[src/rtl/seg7_mux_scanner.sv]
// Six-digit multiplexed seven-segment scanner with a double-buffered pattern
// store and a blanking gap at the start of every digit slot.
module seg7_mux_scanner #(
    parameter int DVSR  = 50000,
    parameter int BLANK = 1000
) (
    input  logic       clk,
    input  logic       clr,
    input  logic       en,
    input  logic       load,
    input  logic [7:0] seg5,
    input  logic [7:0] seg4,
    input  logic [7:0] seg3,
    input  logic [7:0] seg2,
    input  logic [7:0] seg1,
    input  logic [7:0] seg0,
    output logic [5:0] an,
    output logic [7:0] sseg,
    output logic       frame_done
);

    localparam int            CW        = $clog2(DVSR);
    localparam logic [CW-1:0] CNT_LAST  = CW'(DVSR - 1);
    localparam logic [2:0]    IDX_FIRST = 3'd5;

    logic [CW-1:0]   cnt, cnt_next;
    logic [2:0]      idx, idx_next;
    logic [5:0][7:0] seg_in;
    logic [5:0][7:0] shadow, shadow_next;
    logic [5:0][7:0] active, active_next;
    logic            pending, pending_next;
    logic            slot_end, frame_end, in_blank;
    logic [5:0]      an_next;
    logic [7:0]      sseg_next;
    logic            frame_done_next;

    assign seg_in    = {seg5, seg4, seg3, seg2, seg1, seg0};
    assign slot_end  = en && (cnt == CNT_LAST);
    assign frame_end = slot_end && (idx == 3'd0);

    generate
        if (BLANK == 0) begin : g_no_blank
            assign in_blank = 1'b0;
        end else begin : g_blank
            assign in_blank = (cnt < CW'(BLANK));
        end
    endgenerate

    always_comb begin
        // NOTE: every signal gets a default first so no path through this block infers a latch.
        cnt_next        = cnt;
        idx_next        = idx;
        shadow_next     = shadow;
        active_next     = active;
        pending_next    = pending;
        an_next         = 6'b111111;
        sseg_next       = 8'hFF;
        frame_done_next = frame_end;

        if (load) begin
            shadow_next  = seg_in;
            pending_next = 1'b1;
        end

        if (en) begin
            if (slot_end) begin
                cnt_next = '0;
                idx_next = (idx == 3'd0 || idx > IDX_FIRST) ? IDX_FIRST : idx - 3'd1;
            end else begin
                cnt_next = cnt + CW'(1);
            end
        end

        // A load landing on the boundary bypasses the shadow so it costs no extra frame.
        if (frame_end) begin
            if (load) begin
                active_next = seg_in;
            end else if (pending) begin
                active_next = shadow;
            end
            pending_next = 1'b0;
        end

        if (en && !in_blank) begin
            case (idx)
                3'd0, 3'd1, 3'd2, 3'd3, 3'd4, 3'd5: begin
                    an_next   = ~(6'b000001 << idx);
                    sseg_next = active[idx];
                end
                default: ;
            endcase
        end
    end

    // NOTE: sequential state uses non-blocking assignments so every register samples pre-edge values.
    always_ff @(posedge clk) begin
        if (clr) begin
            // NOTE: the pattern buffers are reset on purpose so the display shows blank, not garbage.
            cnt        <= '0;
            idx        <= IDX_FIRST;
            shadow     <= '1;
            active     <= '1;
            pending    <= 1'b0;
            an         <= 6'b111111;
            sseg       <= 8'hFF;
            frame_done <= 1'b0;
        end else begin
            cnt        <= cnt_next;
            idx        <= idx_next;
            shadow     <= shadow_next;
            active     <= active_next;
            pending    <= pending_next;
            an         <= an_next;
            sseg       <= sseg_next;
            frame_done <= frame_done_next;
        end
    end

endmodule

[config.mk]
export PLATFORM = sky130hd
export DESIGN_NAME = seg7_mux_scanner
export DESIGN_NICKNAME = d
export VERILOG_FILES = /design/src/rtl/seg7_mux_scanner.sv
export SDC_FILE = /design/constraint.sdc
export NUM_CORES = 1
export LEC_CHECK = 0
export ABC_AREA = 1
export CAP_MARGIN = 20
export CORE_MARGIN = 2
export CORE_UTILIZATION = 60
export CTS_CLUSTER_DIAMETER = 150
export DETAILED_ROUTE_END_ITERATION = 10
export GPL_ROUTABILITY_DRIVEN = 0
export PLACE_DENSITY_LB_ADDON = 0.05
export SETUP_SLACK_MARGIN = 0.02
export SLEW_MARGIN = 20
export SYNTH_ARGS = -nofsm -noshare
export SYNTH_HDL_FRONTEND = slang
export SYNTH_SLANG_ARGS = --single-unit
export TNS_END_PERCENT = 5
[constraint.sdc]
create_clock -name clk -period 4.95 [get_ports clk]
set_input_delay 0.7425 -clock clk [delete_from_list [all_inputs] [get_ports clk]]
set_output_delay 0.7425 -clock clk [all_outputs]
set_load 0.03 [all_outputs]
=== After elaboration in Yosys (flattened, before gate mapping) ===
Index checks and enable logic that the tools add are counted.

* Multiplexer cells: 6
* Reductions and logical operators: 12
* Bitwise gates (word level): 3
* Magnitude comparators: 3
* Add/sub/neg operators: 2
* Equality and inequality tests: 6
* Shift operators: 1

{| class="wikitable"
|+ Operators by type and width
! cell !! count
|-
| $mux W48 || 2
|-
| $bmux W8 S3 || 1
|-
| $add A16 B1 Y16 const B || 1
|-
| $eq A16 B16 Y1 const B || 1
|-
| $lt A16 B10 Y1 const B || 1
|-
| $mux W16 || 1
|-
| $mux W8 || 1
|-
| $eq A3 B2 Y1 const B || 2
|-
| $eq A3 B3 Y1 const B || 2
|-
| $not A6 Y6 || 1
|-
| $reduce_or A6 Y1 || 1
|-
| $shl A1 B3 Y6 const A || 1
|-
| $lt A3 B4 Y1 const B || 1
|-
| $reduce_and A2 Y1 || 2
|-
| $eq A3 B1 Y1 const B || 1
|-
| $gt A3 B3 Y1 const B || 1
|-
| $logic_and A1 B1 Y1 || 3
|-
| $logic_not A3 Y1 || 1
|-
| $mux W3 || 1
|-
| $reduce_or A3 Y1 || 1
|-
| $sub A3 B1 Y3 const B || 1
|-
| $not A1 Y1 || 2
|-
| $reduce_bool A2 Y1 || 1
|-
| $reduce_or A2 Y1 || 1
|-
| 2 further kinds || 2
|}

* Bits in registers: 131
* Output and inout bits: 15
* Logic and storage cells: 51

=== Depth between registers and ports, before layout ===
* Depth after elaboration: 5
* Gate-level depth with buffers: 13

=== Least setup slack after synthesis ===
OpenSTA, ideal clock, no wires.

* Kind: register to register
* From: reg idx[0]
* To: reg active[11] in the netlist's numbering
* Setup time: 0.130 ns
* Buffers on the path: 6
* Arrival: 2.024 ns
* Data required time: 4.820 ns
* Stages on the path, launching flop included: 13
* Path slack: 2.797 ns
* Cell sequence: dfxtp_1 buf_2 inv_1 buf_4 clkbuf_1 ha_1 ha_1 clkbuf_1 nand3_2 buf_6 buf_6 nand2_1 nand3_1

* Longest elaborated chain between the ends: 3

{| class="wikitable"
|+ Ends and longest elaborated chain
! what !! RTL line !! RTL
|-
| from (decl) || 27 || <nowiki>logic [2:0] idx, idx_next;</nowiki>
|-
| from (signal assigned) || 109 || <nowiki>idx <= idx_next;</nowiki>
|-
| $logic_not A3 Y1 || 39 || <nowiki>assign frame_end = slot_end && (idx == 3'd0);</nowiki>
|-
| $logic_and A1 B1 Y1 || 39 ||
|-
| $reduce_and A2 Y1 (no source line) || - ||
|-
| to (signal assigned) || 111 || <nowiki>active <= active_next;</nowiki>
|-
| to (decl) || 30 || <nowiki>logic [5:0][7:0] active, active_next;</nowiki>
|}

No other way between the ends.
A chain may end at the register's enable or synchronous reset.

=== Final worst setup path ===
* From: reg idx[0]
* To: reg active[39] in the netlist's numbering

The elaborated chain is that of the path after synthesis.

==> summary.md <==
| Metric | Value |
|---|---|
| Global route overflow | `0` |
| Req. time, crit path | `5.31 ns` |
| First-pass GRT wire length | `22,000 µm` |
| Mapped Cells | `770` |
| Initial antenna violation count | `0` |
| DRC Markers | `0` |
| Worst min path class | `reg -> reg` |
| Synthesized cell area | `5560 µm²` |
| Cell Rows | `35` |
| Depth of the CTS H-tree | `4` |
| Final setup fails | `0` |
| DRT antenna net count | `0` |
| Period utilization | `70.7%` |
| Hold Crit Start | `shadow[35]` |
| Number of synthesis warnings | `0` |
| Routed wl met3 | `637 µm` |
| Final Power | `2.54 mW` |
| Max FO, Critical Path | `37` |
| CP delay by family, top | `buffers and inverters` |
| CP Capture Type | `flip-flop` |
| Max_cap viols | `0` |
| Post-route minimum period | `3.50 ns` |
| Most frequent CP cell | `ha_1` |
| Final Hold Vio Count | `0` |
| Clk buf depth | `2` |
| Worst path slowest cell | `inv_1` |
| WHS Endpoint | `shadow[35]` |
| R2R depth | `7` |
| Post-CTS Setup Bufs | `0` |
| Least-Margin Pin Slew | `0.901 ns` |
| Leading cell types in the layout, fill and taps excluded | `nand2_1 (235), dfxtp_1 (131), nand3_1 (109)` |
| Post-layout net count | `867` |
| Core box area | `9110 µm²` |
| CTS Hold Buffers Added | `0` |
| Dpl hpwl | `8390 µm` |
| Post-cts repair resize count | `0` |
| Hold Crit Depth | `2` |
| Mean area per synthesized cell | `7.22 µm²` |
| Fillers | `718` |
| Max Slew Vio Count | `0` |
| Placed instance area | `6150 µm²` |
| Fmax achieved | `0.286 GHz` |
| Fin area | `6800 µm²` |
| Reg-to-Reg End | `active[39]` |
| CP peak stage delay | `0.76 ns` |
| Crit Reg-Reg Startpoint | `idx[0]` |
| Initial core utilization | `61.0%` |
| Drt pass-1 iters | `5` |
| Full die area | `10,100 µm²` |
| Post-DR vias/cell | `5.61` |
| Unrepaired setup endpoints after global routing | `no` |
| Clk_lat worst skew | `0.52 ns` |
| Vias | `5,231` |
| Reg2reg setup slack | `1.45 ns` |
| Critical path depth in cells | `7` |
| Total wire length | `12,800 µm` |
| Worst VDD drop | `232 µV` |
| Vias in the first global route | `4,773` |
| P_leak | `3.06 nW` |
| Die Span Y | `100 µm` |
| Fin cells | `932` |
| Relative slew slack | `39.9%` |
| Largest net degree at the start of global routing | `67` |
| Initial DRC count | `317` |
| Post-synth top area share | `47.2%` |
| Root buffer cell | `clkbuf_8` |
| Post-synthesis register bit count | `131` |
| WL met2 | `6190 µm` |
| GRT Util Overall | `26.9%` |
| CP Launch Type | `flip-flop` |
| Placed Cells incl. Taps | `899` |
| Setup TNS | `0 ns` |
| Crit path kind | `reg -> reg` |
| Sequential share of the synthesized area | `47.2%` |
| Horiz. Die Dim | `100 µm` |
| Fraction of layout cells with a size suffix above 1 | `6.70%` |
| # IOs | `67` |
| Pwr dens | `374 nW/µm²` |
| Commonest non-fill, non-tap cell in the layout | `nand2_1` |
| Largest cells by area after synthesis | `dfxtp_1 (47%), nand2_1 (16%), nand3_1 (9.8%), nand4_1 (6.1%), nor2_1 (4.7%)` |
| CTS buffer count | `17` |
| Synth Net Count | `829` |
| CTS tree | `built` |
| CP cell instances | `inv_1, ha_1, ha_1, nand3_2, buf_12, nand2_1, nand3_1` |
| Metal-1 WL | `5740 µm` |
| Clock skew | `0.0127 ns` |
| Arrival @ worst endpoint | `3.86 ns` |
| WL/cell | `13.7 µm` |
| Top Metal Used | `met4` |
| Buf/Inv on CP | `2` |
| # clock sinks | `131` |
| IO Port Bufs | `66` |
| Run status | `finished clean` |
| Inserted Diodes | `0` |
| Cell accounting for the most synthesized area | `dfxtp_1` |
| Area Growth Syn to Fin | `22.3%` |
| Reg clk slew, reported paths | `0.06 ns` |
| Synth cell types | `26` |
-- worst max-delay path by stage --
| stage | startpoint | endpoint | slack (ns) |
|---|---|---|---|
| 2_1_floorplan | idx[0] | active[11] | 2.80 |
| 3_3_place_gp | idx[0] | active[28] | 1.32 |
| 3_5_place_dp | idx[0] | active[41] | 1.17 |
| 4_1_cts | idx[0] | active[39] | 1.11 |
| 5_1_grt | idx[0] | active[39] | 1.20 |
| 6_report | idx[0] | active[39] | 1.45 |
-- layout make-up --
type	count	area [µm²]	area share (%)
clock inverter	12	179	2.63
tap	111	139	2.04
multi-input combinational	555	2570	37.9
clock buffer	20	445	6.55
inverter	30	114	1.67
timing repair buffer	73	726	10.7
sequential	131	2620	38.6
-- cell usage after synthesis --
master    instances
nand4_1          54
nand3_1         109
nor3_1           13
o22ai_1           8
nand2_1         235
dfxtp_1         131
clkinv_1          1
buf_2            12
a21oi_1          17
nor2_4            1
xor2_1            4
ha_1              7
nor2_1           69
inv_1            28
clkbuf_1         35
buf_1             1
o21ai_0          22
inv_2             1
nand3_2           1
nor2_2            1
buf_6             3
or2_2             2
nand2_2          10
buf_4             2
o211ai_1          2
clkbuf_2          1
-- through the flow --
step | hold slack, ns | setup slack, ns | util (%)
6_report | 0.452 | 1.45 | 74.7
5_1_grt | 0.468 | 1.20 | 74.7
4_1_cts | 0.453 | 1.11 | 74.4
3_5_place_dp | 0.438 | 1.17 | 67.6
3_3_place_gp | 0.432 | 1.32 | 67.6
2_1_floorplan | 0.424 | 2.80 | -
-- sequential cells by signal (all words and copies together), names as in the netlist --
| name | cells |
|---|---|
| an | 6 |
| shadow | 48 |
| idx | 3 |
| pending | 1 |
| active | 48 |
| cnt | 16 |
| frame_done | 1 |
| sseg | 8 |
-- where the power goes --
group / internal, mW / switching [mW]
Clock: 0.846 / 0.459
Sequential: 1.08 / 0.00910
Combinational: 0.0632 / 0.0835
Total: 1.99 / 0.552
-- routing by layer --
metal | track usage [%] | vias up
met3 | 4.94 | 28
met2 | 45.3 | 160
li1 | - | 2631
met1 | 34.3 | 2412
met5 | 0 | -
met4 | 10.4 | 0
-- worst register-to-register path: cells and delay by family, from the launching register on --
family	cells	cell delay, ns
simple gates	3	0.65
buf+inv	2	1.09
flops	1	0.58
fa+ha+maj	2	1.03
-- cell families (layout without fill, tap and decap cells) --
kind of cell,Yosys count,count (layout),share of synthesized area [%]
AND/OR/NAND/NOR,495,495,39.4
adder cells (fa/ha/maj),7,7,1.58
flip-flops,131,131,47.2
AO/OA/AOI/OAI,49,49,4.68
XOR/XNOR,4,4,0.630
buffers and inverters,84,135,6.50
Power figures use the tool's default switching activity.
